===== src/rtl/regfile_access_ctrl.sv =====
// regfile_access_ctrl
//   Initiator side of the integer register-file port. Operand reads from decode
//   and writebacks from the pipeline share a single regfile op per cycle: a
//   cycle either reads (rf_re) or writes (rf_we), never both. Writebacks wait in
//   a small FIFO and drain in order whenever no read claims the port. A full
//   FIFO always drains and blocks reads.
//
//   Build option: define FWD_EN to forward buffered write data to reads that
//   hit the FIFO instead of stalling them. Without FWD_EN, a read whose source
//   matches a buffered write is held off (req_ready=0) until that write drains.
//
//   Handshakes: a request or writeback transfers on a rising clk edge where its
//   valid and ready are both 1. The response has no backpressure. rsp_valid is
//   high for exactly the cycle after the read was accepted.
//
// Ports
//   clk, rst_n                 clock, asynchronous active-low reset
//   req_valid/ready/rs1/rs2    operand read request
//   rsp_valid/rs1/rs2          operand response (one cycle after acceptance)
//   wb_valid/ready/rd/data     writeback request (wb_ready = !fifo_full)
//   rf_ra1/ra2/wa1/wd1/we/re   regfile command outputs
//   rf_rd1/rf_rd2              regfile read data, valid the cycle after rf_re
//   wb_pending                 writeback FIFO is non-empty
module regfile_access_ctrl #(
  parameter int XLEN     = 32,
  parameter int WB_DEPTH = 4
) (
  input  logic            clk,
  input  logic            rst_n,
  input  logic            req_valid,
  output logic            req_ready,
  input  logic [4:0]      req_rs1,
  input  logic [4:0]      req_rs2,
  output logic            rsp_valid,
  output logic [XLEN-1:0] rsp_rs1,
  output logic [XLEN-1:0] rsp_rs2,
  input  logic            wb_valid,
  output logic            wb_ready,
  input  logic [4:0]      wb_rd,
  input  logic [XLEN-1:0] wb_data,
  output logic [4:0]      rf_ra1,
  output logic [4:0]      rf_ra2,
  output logic [4:0]      rf_wa1,
  output logic [XLEN-1:0] rf_wd1,
  output logic            rf_we,
  output logic            rf_re,
  input  logic [XLEN-1:0] rf_rd1,
  input  logic [XLEN-1:0] rf_rd2,
  output logic            wb_pending
);

  localparam int PW = (WB_DEPTH > 1) ? $clog2(WB_DEPTH) : 1;

  // Last regfile op issued. ST_RD means a response is due this cycle.
  typedef enum logic [1:0] {
    ST_IDLE = 2'd0,
    ST_RD   = 2'd1,
    ST_WR   = 2'd2
  } state_e;

  state_e          state_q, state_d;
  logic [4:0]      fifo_rd_q   [WB_DEPTH];
  logic [4:0]      fifo_rd_d   [WB_DEPTH];
  logic [XLEN-1:0] fifo_data_q [WB_DEPTH];
  logic [XLEN-1:0] fifo_data_d [WB_DEPTH];
  logic [PW-1:0]   head_q, head_d, tail_q, tail_d;
  logic [PW:0]     count_q, count_d;
  logic            rs1_nz_q, rs1_nz_d, rs2_nz_q, rs2_nz_d;

  logic                fifo_full, fifo_empty;
  logic [WB_DEPTH-1:0] slot_valid;
  logic                hit1, hit2, stall, accept, drain, enq;

`ifdef FWD_EN
  logic            fwd1_q, fwd1_d, fwd2_q, fwd2_d;
  logic [XLEN-1:0] fwd_data1_q, fwd_data1_d, fwd_data2_q, fwd_data2_d;
  logic [PW-1:0]   idx;
`endif

  assign fifo_full  = (count_q == (PW+1)'(WB_DEPTH));
  assign fifo_empty = (count_q == '0);

  // An entry is live when its distance from the head is below the occupancy.
  // x0 never matches: it is not a real dependency.
  always_comb begin
    hit1 = 1'b0;
    hit2 = 1'b0;
    for (int i = 0; i < WB_DEPTH; i++) begin
      slot_valid[i] = {1'b0, PW'(i) - head_q} < count_q;
      if (slot_valid[i] && (fifo_rd_q[i] == req_rs1)) hit1 = 1'b1;
      if (slot_valid[i] && (fifo_rd_q[i] == req_rs2)) hit2 = 1'b1;
    end
    hit1 = hit1 && (req_rs1 != 5'd0);
    hit2 = hit2 && (req_rs2 != 5'd0);
  end

`ifdef FWD_EN
  // Walk oldest to youngest so the youngest matching entry wins.
  always_comb begin
    fwd_data1_d = '0;
    fwd_data2_d = '0;
    idx         = '0;
    for (int k = 0; k < WB_DEPTH; k++) begin
      idx = head_q + PW'(k);
      if (((PW+1)'(k) < count_q) && (fifo_rd_q[idx] == req_rs1)) fwd_data1_d = fifo_data_q[idx];
      if (((PW+1)'(k) < count_q) && (fifo_rd_q[idx] == req_rs2)) fwd_data2_d = fifo_data_q[idx];
    end
  end
  assign stall = 1'b0;
`else
  assign stall = hit1 || hit2;
`endif

  always_comb begin
    wb_ready   = !fifo_full;
    wb_pending = !fifo_empty;
    // Reads win over a non-full FIFO; a full FIFO always drains.
    req_ready  = rst_n && !fifo_full && !stall;
    accept     = req_valid && req_ready;
    drain      = rst_n && !fifo_empty && !accept;
    // A writeback to x0 is handshaken but dropped.
    enq        = wb_valid && wb_ready && (wb_rd != 5'd0);

    rf_re  = accept;
    rf_ra1 = req_rs1;
    rf_ra2 = req_rs2;
    rf_we  = drain;
    rf_wa1 = fifo_rd_q[head_q];
    rf_wd1 = fifo_data_q[head_q];

    fifo_rd_d   = fifo_rd_q;
    fifo_data_d = fifo_data_q;
    if (enq) begin
      fifo_rd_d[tail_q]   = wb_rd;
      fifo_data_d[tail_q] = wb_data;
    end
    tail_d  = enq   ? tail_q + PW'(1) : tail_q;
    head_d  = drain ? head_q + PW'(1) : head_q;
    count_d = count_q + (PW+1)'(enq) - (PW+1)'(drain);

    rs1_nz_d = (req_rs1 != 5'd0);
    rs2_nz_d = (req_rs2 != 5'd0);

    if (accept)     state_d = ST_RD;
    else if (drain) state_d = ST_WR;
    else            state_d = ST_IDLE;
  end

`ifdef FWD_EN
  assign fwd1_d = accept && hit1;
  assign fwd2_d = accept && hit2;
`endif

  always_ff @(posedge clk or negedge rst_n) begin
    if (!rst_n) begin
      state_q  <= ST_IDLE;
      head_q   <= '0;
      tail_q   <= '0;
      count_q  <= '0;
      rs1_nz_q <= 1'b0;
      rs2_nz_q <= 1'b0;
`ifdef FWD_EN
      fwd1_q      <= 1'b0;
      fwd2_q      <= 1'b0;
      fwd_data1_q <= '0;
      fwd_data2_q <= '0;
`endif
    end else begin
      state_q  <= state_d;
      head_q   <= head_d;
      tail_q   <= tail_d;
      count_q  <= count_d;
      rs1_nz_q <= rs1_nz_d;
      rs2_nz_q <= rs2_nz_d;
`ifdef FWD_EN
      fwd1_q      <= fwd1_d;
      fwd2_q      <= fwd2_d;
      fwd_data1_q <= fwd_data1_d;
      fwd_data2_q <= fwd_data2_d;
`endif
    end
  end

  // FIFO storage is qualified by the pointers and needs no reset.
  always_ff @(posedge clk) begin
    fifo_rd_q   <= fifo_rd_d;
    fifo_data_q <= fifo_data_d;
  end

  assign rsp_valid = (state_q == ST_RD);

  always_comb begin
    rsp_rs1 = '0;
    rsp_rs2 = '0;
    if (state_q == ST_RD) begin
`ifdef FWD_EN
      if (fwd1_q)        rsp_rs1 = fwd_data1_q;
      else if (rs1_nz_q) rsp_rs1 = rf_rd1;
      if (fwd2_q)        rsp_rs2 = fwd_data2_q;
      else if (rs2_nz_q) rsp_rs2 = rf_rd2;
`else
      if (rs1_nz_q) rsp_rs1 = rf_rd1;
      if (rs2_nz_q) rsp_rs2 = rf_rd2;
`endif
    end
  end

endmodule


===== config.mk =====
export PLATFORM = sky130hd
export DESIGN_NAME = regfile_access_ctrl
export DESIGN_NICKNAME = d
export VERILOG_FILES = /design/src/rtl/regfile_access_ctrl.sv
export SDC_FILE = /design/constraint.sdc
export NUM_CORES = 1
export LEC_CHECK = 0
export CAP_MARGIN = 15
export CORE_MARGIN = 5
export CORE_UTILIZATION = 40
export CTS_BUF_LIST = sky130_fd_sc_hd__clkbuf_8
export DETAILED_ROUTE_END_ITERATION = 8
export PLACE_DENSITY = 0.78
export SLEW_MARGIN = 10
export SYNTH_ARGS = -nofsm -noshare
export SYNTH_HDL_FRONTEND = slang
export SYNTH_SLANG_ARGS = --single-unit
export TNS_END_PERCENT = 5

===== constraint.sdc =====
create_clock -name clk -period 3.1 [get_ports clk]
set_input_delay 0.93 -clock clk [delete_from_list [all_inputs] [get_ports clk]]
set_output_delay 0.93 -clock clk [all_outputs]
set_load 0.05 [all_outputs]

# After elaboration in Yosys (flattened, before gate mapping)
# Index checks and enable logic that the tools add are counted.
dict set report classes {
  n_mux 26
  magnitude_cmp 7
  n_bitwise 2
  n_reduce_logical 27
  n_addsub 8
  eq_ne 10
}
# operator n
set ops {}
lappend ops {{32-bit 2-to-1 mux} 7}
lappend ops {{128-bit bitwise mux} 1}
lappend ops {{32-bit binary-select mux with 2-bit select} 1}
lappend ops {{32-bit demux with 2-bit select} 1}
lappend ops {{5-bit equality test} 8}
lappend ops {{20-bit bitwise mux} 1}
lappend ops {{1-bit logical AND} 18}
lappend ops {{5-bit 2-to-1 mux} 3}
lappend ops {{5-bit nonzero test} 3}
lappend ops {{2-bit by 3-bit less-than comparator with 1-bit output} 4}
lappend ops {{5-bit binary-select mux with 2-bit select} 1}
lappend ops {{5-bit demux with 2-bit select} 1}
lappend ops {{1-bit 2-to-1 mux} 8}
lappend ops {{3-bit >= comparator, second input constant} 2}
lappend ops {{2-bit NOT with 3-bit output} 2}
lappend ops {{2-bit by 1-bit adder with 2-bit output, second input constant} 2}
lappend ops {{1-bit logical NOT} 4}
lappend ops {{2-bit 2-to-1 mux} 2}
lappend ops {{1-bit by 2-bit subtractor with 2-bit output, first input constant} 2}
lappend ops {{2-bit subtractor, first input constant} 2}
lappend ops {{3-bit by 1-bit adder with 3-bit output} 1}
lappend ops {{3-bit equality test, second input constant} 1}
lappend ops {{3-bit logical NOT} 1}
lappend ops {{3-bit by 1-bit less-than comparator with 1-bit output, second input constant} 1}
lappend ops {{other kinds (3)} 3}
dict set report totals {
  in_bits 115
  output_inout_bits 117
  wordCells 94
  register_bits 159
}

# Longest topological paths before layout
dict set report logic_depth {
  word_depth 16
  mapped_depth 18
  depth_no_buf 16
}

# Worst setup path after synthesis
# No wires, ideal clock.
dict set report synth_timing {
  path_kind {register to register}
  startpoint {register head_q[1]}
  endpoint {register count_q[2]}
  period_less_slack_ns 3.922
  n_path_buf 1
  arrival_ns 3.797
  stages_incl_launch_ff 17
  path_slack_ns -0.822
  setup_ns 0.125
  t_required_ns 2.975
  path_cell_list {dfrtp_1 -> clkbuf_1 -> inv_1 -> ha_1 -> a21boi_1 -> o21ai_0 -> nand4_1 -> nand4_2 -> a221oi_4 -> a21oi_2 -> ha_1 -> inv_1 -> ha_1 -> inv_1 -> fa_1 -> xnor2_1 -> xnor2_1}
}
dict set report synth_between {
  elab_chain_cells 15
  elab_cells_between_ends 33
  cone_classes {add/sub (5); order compare (4); mux (8); reduce/logical (16)}
}
# item line_no
set synth_rtl {}
lappend synth_rtl {{from (decl)} 66} ;# logic [PW-1:0] head_q, head_d, tail_q, tail_d;
lappend synth_rtl {{from (signal assigned)} 157} ;# head_q <= '0;
lappend synth_rtl {{from (signal assigned)} 170} ;# head_q <= head_d;
lappend synth_rtl {{1-bit by 2-bit subtractor with 2-bit output} 89} ;# slot_valid[i] = {1'b0, PW'(i) - head_q} < count_q;
lappend synth_rtl {{2-bit by 3-bit less-than comparator with 1-bit output} 89}
lappend synth_rtl {{1-bit logical AND, on equally long branches} {90, 91}}
lappend synth_rtl {{1-bit 2-to-1 mux, on equally long branches (4 in series)} {90, 91}}
lappend synth_rtl {{1-bit logical AND, on equally long branches} {93, 94}}
lappend synth_rtl {{1-bit logical OR *} 111} ;# assign stall = hit1 || hit2;
lappend synth_rtl {{1-bit logical NOT *} 118} ;# req_ready = rst_n && !fifo_full && !stall;
lappend synth_rtl {{1-bit logical AND *} 118}
lappend synth_rtl {{net req_ready} 31} ;# output logic req_ready,
lappend synth_rtl {{1-bit logical AND *} 119} ;# accept = req_valid && req_ready;
lappend synth_rtl {{1-bit logical NOT *} 120} ;# drain = rst_n && !fifo_empty && !accept;
lappend synth_rtl {{1-bit logical AND *} 120}
lappend synth_rtl {{net rf_we} 45} ;# output logic rf_we,
lappend synth_rtl {{3-bit by 1-bit subtractor with 3-bit output *} 139} ;# count_d = count_q + (PW+1)'(enq) - (PW+1)'(drain);
lappend synth_rtl {{net count_d[2]} 67} ;# logic [PW:0] count_q, count_d;
lappend synth_rtl {{to (signal assigned)} 172} ;# count_q <= count_d;
lappend synth_rtl {{to (decl)} 67}
# Mark *: on every way through the listed nets, which the timed path passes. The rest lies on a longest branch.
# A chain may end at the register's enable or synchronous reset.

# Worst setup path in the final report
dict set report layout_timing {
  startpoint {input req_rs1[1]}
  endpoint {output rf_we}
}
dict set report layout_between {
  elab_chain_cells 13
  elab_cells_between_ends 20
  cone_classes {eq/ne (4); mux (4); reduce/logical (12)}
}
# item line_no
set layout_rtl {}
lappend layout_rtl {{from (decl)} 32} ;# input logic [4:0] req_rs1,
lappend layout_rtl {{5-bit equality test} 90} ;# if (slot_valid[i] && (fifo_rd_q[i] == req_rs1)) hit1 = 1'b1;
lappend layout_rtl {{1-bit logical AND} 90}
lappend layout_rtl {{1-bit 2-to-1 mux (4 in series)} 90}
lappend layout_rtl {{1-bit logical AND *} 93} ;# hit1 = hit1 && (req_rs1 != 5'd0);
lappend layout_rtl {{1-bit logical OR *} 111}
lappend layout_rtl {{1-bit logical NOT *} 118}
lappend layout_rtl {{1-bit logical AND *} 118}
lappend layout_rtl {{1-bit logical AND *} 119}
lappend layout_rtl {{1-bit logical NOT *} 120}
lappend layout_rtl {{1-bit logical AND *} 120}
lappend layout_rtl {{to (decl)} 45}
# Mark *: on every way between the ends. The rest lies on a longest branch, timed or not.

==> results.txt <==
* Final instance area: 11200 um2
* Part of the Yosys area used for sequential elements: approximately 66%
- Before antenna repair, the detailed router went through 5 iterations.
- Worst EP required: about 2.2 ns
* Global-route wire length before repair: around 30 mm
- Failing checks: setup timing
- The routed layout has around 4700 vias.
- Tot Pwr: roughly 0.0099 W
- FF+latch count, synth: roughly 160
* I/O Pins: approximately 230
* Die W: 143 um
- Minimum clock period after layout: approximately 3.5 ns
* Diodes inserted: 0
- The number of clock buffers added by TritonCTS is 17.
- Worst min-delay path category: reg -> reg
- Design internal power: a little under 0.006 W
* DRT antenna net count: 0
- RSZ-0062 raised after global routing: true
* Post-cts hold buffer count: 0
- The count of final hold-check violations was 0.
* DIE AREA: 20600 um2
- Clock transition at the registers of the reported paths: ~0.080 ns
* Source of the worst register-to-register timing path: head_q[1]
- STA classifies the critical path startpoint as an input port.
* Worst supply voltage drop on vdd: ~0.00094 V
* Net switching component of the power: between 0.004 and 0.005 W
* Maximum fanout along the worst path: 4
- The run finished, with violations left.
* Kind of end point of the critical path: primary output
- Combinational cells account for between 50% and 60% of the total power.
- During synthesis, Yosys emitted a total of 0 warnings.
- Max-cap viol count: 0
* F_max: ~280 MHz
* Antenna violations before repair: 0
- Switching fraction of total power: between 40% and 50%
* Ratio of total power to cell area: between 800 and 900 nW/um2
- The worst hold path begins at count_q[1].
- Relative to the synthesized area, the layout overhead comes to 57.7%.
- For this run, design rule violations remaining after detail routing come to 0.
- In this run, distinct cell masters in the synthesized netlist total 32.
- The longest clock path from root to sink contains 2 buffers.
- Crit Path Category: in -> out
- Wire length after detailed routing: 21.0 mm
- Sequential cells account for between 30% and 40% of the total power.
* Average detailed-routed wire length per instance: around 23 um
- Overall routing resource usage: between 20% and 30%
* H-tree levels: 4
- Clock latency on the worst-skew pair, taken at its later pin, is about 0.45 ns.
- The count of pins over their slew limit came to 0.
- Ranking of synthesized cells by area: sky130_fd_sc_hd__edfxtp_1, sky130_fd_sc_hd__mux4_2, sky130_fd_sc_hd__and3_1, sky130_fd_sc_hd__dfrtp_1, sky130_fd_sc_hd__xor2_1
* Min setup slack post-route: -0.420 ns
- Entering global routing, the biggest net connects 38 pins.
- In this run the standard cell core region covers between 15000 and 20000 um2.
* Final layout net count: a little under 800
- Number of placed cells counting well taps: a little under 900
* Residual overflow from global routing: 0
- Share of flip-flops with an asynchronous set or reset after synthesis: under 10%
- Main flop type after synthesis: sky130_fd_sc_hd__edfxtp_1
* Area of the multi-input gates: ~2200 um2
* Flip-flop and latch area: ~4700 um2
- The number of nets in the synthesized netlist is between 500 and 600.
- Static Leakage: ~4.3 nW
- Instance count of the mapped netlist: between 400 and 500
- The die is approximately 140 um tall.
- Row generation in the floorplan step produced 48 rows.
- Ratio of cells with drive above 1 in the final layout: 36.4%
- Final worst clock skew: between 0.01 and 0.015 ns
- The number of global-route vias before repair came to 4928.
* Share of Yosys cell area claimed by the top area cell type: a little over three fifths
- The critical path starts at req_rs1[1].
* Minimum setup slack after placement: -0.849 ns
- Post-synth EDFFs: between 100 and 150
* Synth Cell Area: between 7000 and 8000 um2
- Share of the clock period used by the worst path after layout: 114%
- Vias per cell: between 5 and 6
* Final number of setup-violating endpoints: 5
- Leading area contributor after synthesis: sky130_fd_sc_hd__edfxtp_1
* Share of total power in the clock network: between 10% and 20%
- For this block, the initial DRC count from the detailed router was approximately 250.
- Worst-Margin Slew: just over 0.7 ns
* Total half-perimeter wirelength after legalization and detailed placement: ~16 mm
- Once the floorplan was initialized, standard cells occupied about two fifths of the core.
- Clock tree from TritonCTS: built
* Non-Filler Instances: roughly 910
* Weighted congestion reported at the end of routability-driven placement: approximately 0.9
- During placement, the flow inserted port buffers numbering between 200 and 250.
* Max_slew headroom: between 50% and 60%
- Mapped Avg Cell Area: ~17 um2
- Number of filler cells placed in the layout: ~1200
- The clock net in this run drives a total of roughly 160 sinks.
- CTS placed an instance of sky130_fd_sc_hd__clkbuf_8 at the clock tree root.
- Instance area after placement: 10600 um2
* Worst hold slack: between 0.5 and 0.6 ns
- For the worst setup path, the data arrival time is 2.59 ns.
per-stage QoR:
step	TNS (ns)	utilization, %
floorplan	-2.18	-
global placement	-3.77	61.0
detailed placement	-4.15	61.0
CTS	-3.74	63.9
global route	-2.55	64.6
finish	-1.65	64.6
kinds of logic after synthesis:
kind of cell	synth area share, %
and+or+nand+nor	8.97
AOI/OAI and AO/OA	1.32
DFF	66.3
xor gates and xnor gates	5.66
adders and majority gates	2.04
muxes	11.7
buffers and inverters	3.96
worst max-delay path, cell delays in order:
cell and delay [ns]:
sky130_fd_sc_hd__dlygate4sd2_1 0.32, sky130_fd_sc_hd__buf_4 0.18, sky130_fd_sc_hd__xnor2_1 0.14, sky130_fd_sc_hd__nand4_1 0.10
sky130_fd_sc_hd__nand4_1 0.19, sky130_fd_sc_hd__a221oi_4 0.36, sky130_fd_sc_hd__buf_6 0.16, sky130_fd_sc_hd__a21oi_4 0.06
sky130_fd_sc_hd__buf_8 0.16
sequential cells by signal (all words and copies together), names as in the netlist:
register and cells:
state_q 2, fifo_data_q 128, rs2_nz_q 1, head_q 2, fifo_rd_q 20, count_q 3
rs1_nz_q 1, tail_q 2
cell type report:
cell class / instances / share of cell area, %
clock buffers: 17 / 2.09
clock inverters: 14 / 1.27
inverters: 10 / 0.335
multi-input cells: 210 / 19.7
flip-flops and latches: 159 / 42.1
well taps: 225 / 2.51
repair buffers: 272 / 32.0
final timing paths:
kind	end	slack, ns	cells after the start
setup / recovery	rf_we	-0.42	9
max in group asynchronous	head_q[0]	2.02	2
hold / removal	count_q[2]	0.58	2
min in group asynchronous	rs1_nz_q	0.90	2
setup reg to reg	count_q[2]	-0.21	17
hold reg to reg	count_q[2]	0.58	2
per-layer routing:
metal  global-route usage (%)  part of all wire (%)
met1                     20.6                    33
met2                     35.2                    51
met3                     7.39                   9.7
met4                     11.0                   5.5
met5                        0                     0
Yosys cell counts (2+ instances only):
master	instances
sky130_fd_sc_hd__nor2_1	3
sky130_fd_sc_hd__xnor2_1	21
sky130_fd_sc_hd__edfxtp_1	148
sky130_fd_sc_hd__nor2b_1	3
sky130_fd_sc_hd__and2_1	5
sky130_fd_sc_hd__buf_4	19
sky130_fd_sc_hd__nand2_1	7
sky130_fd_sc_hd__buf_2	6
sky130_fd_sc_hd__a31oi_1	2
sky130_fd_sc_hd__ha_1	10
sky130_fd_sc_hd__o21ai_0	3
sky130_fd_sc_hd__a21oi_2	2
sky130_fd_sc_hd__nand4_1	8
sky130_fd_sc_hd__dfrtp_1	11
sky130_fd_sc_hd__mux4_2	37
sky130_fd_sc_hd__inv_1	9
sky130_fd_sc_hd__xor2_1	25
sky130_fd_sc_hd__clkbuf_1	15
sky130_fd_sc_hd__nor3_1	10
sky130_fd_sc_hd__nand4_2	2
sky130_fd_sc_hd__and3_1	64
repair_timing:
item / CTS / global route
pin swaps: 9 / 5
buffers inserted: 4 / 1
setup endpoints to repair: 33 / 34
gates resized for setup: 31 / 39
power by group through the flow:
stage          registers (W)  logic, W  clock network [W]
4_1_cts              0.00301   0.00526            0.00148
5_1_grt              0.00304   0.00570            0.00159
3_5_place_dp         0.00305   0.00508                  0
3_3_place_gp         0.00302   0.00503                  0
6_report             0.00301   0.00545            0.00146
2_1_floorplan        0.00299   0.00314                  0
cell usage in the layout, fill, tap and decap left out, types with 2 or more instances in the layout:
cell type / n
sky130_fd_sc_hd__dfrtp_1: 9
sky130_fd_sc_hd__nor3_1: 8
sky130_fd_sc_hd__buf_6: 32
sky130_fd_sc_hd__mux4_2: 37
sky130_fd_sc_hd__xnor2_1: 20
sky130_fd_sc_hd__nand4_2: 2
sky130_fd_sc_hd__and2_2: 4
sky130_fd_sc_hd__clkbuf_8: 17
sky130_fd_sc_hd__bufinv_16: 2
sky130_fd_sc_hd__clkinvlp_4: 6
sky130_fd_sc_hd__inv_2: 2
sky130_fd_sc_hd__inv_6: 3
sky130_fd_sc_hd__buf_4: 32
sky130_fd_sc_hd__xor2_1: 24
sky130_fd_sc_hd__nor2b_4: 2
sky130_fd_sc_hd__dfrtp_2: 2
sky130_fd_sc_hd__o21ai_1: 2
sky130_fd_sc_hd__dlygate4sd2_1: 8
sky130_fd_sc_hd__nor2_1: 3
sky130_fd_sc_hd__inv_1: 9
sky130_fd_sc_hd__nand4_1: 8
sky130_fd_sc_hd__edfxtp_1: 148
sky130_fd_sc_hd__buf_12: 90
sky130_fd_sc_hd__clkdlybuf4s50_1: 105
sky130_fd_sc_hd__nor3_2: 2
sky130_fd_sc_hd__nand2_1: 7
sky130_fd_sc_hd__and3_1: 64
sky130_fd_sc_hd__ha_1: 9
sky130_fd_sc_hd__clkinv_1: 2
Power figures use the tool's default switching activity.
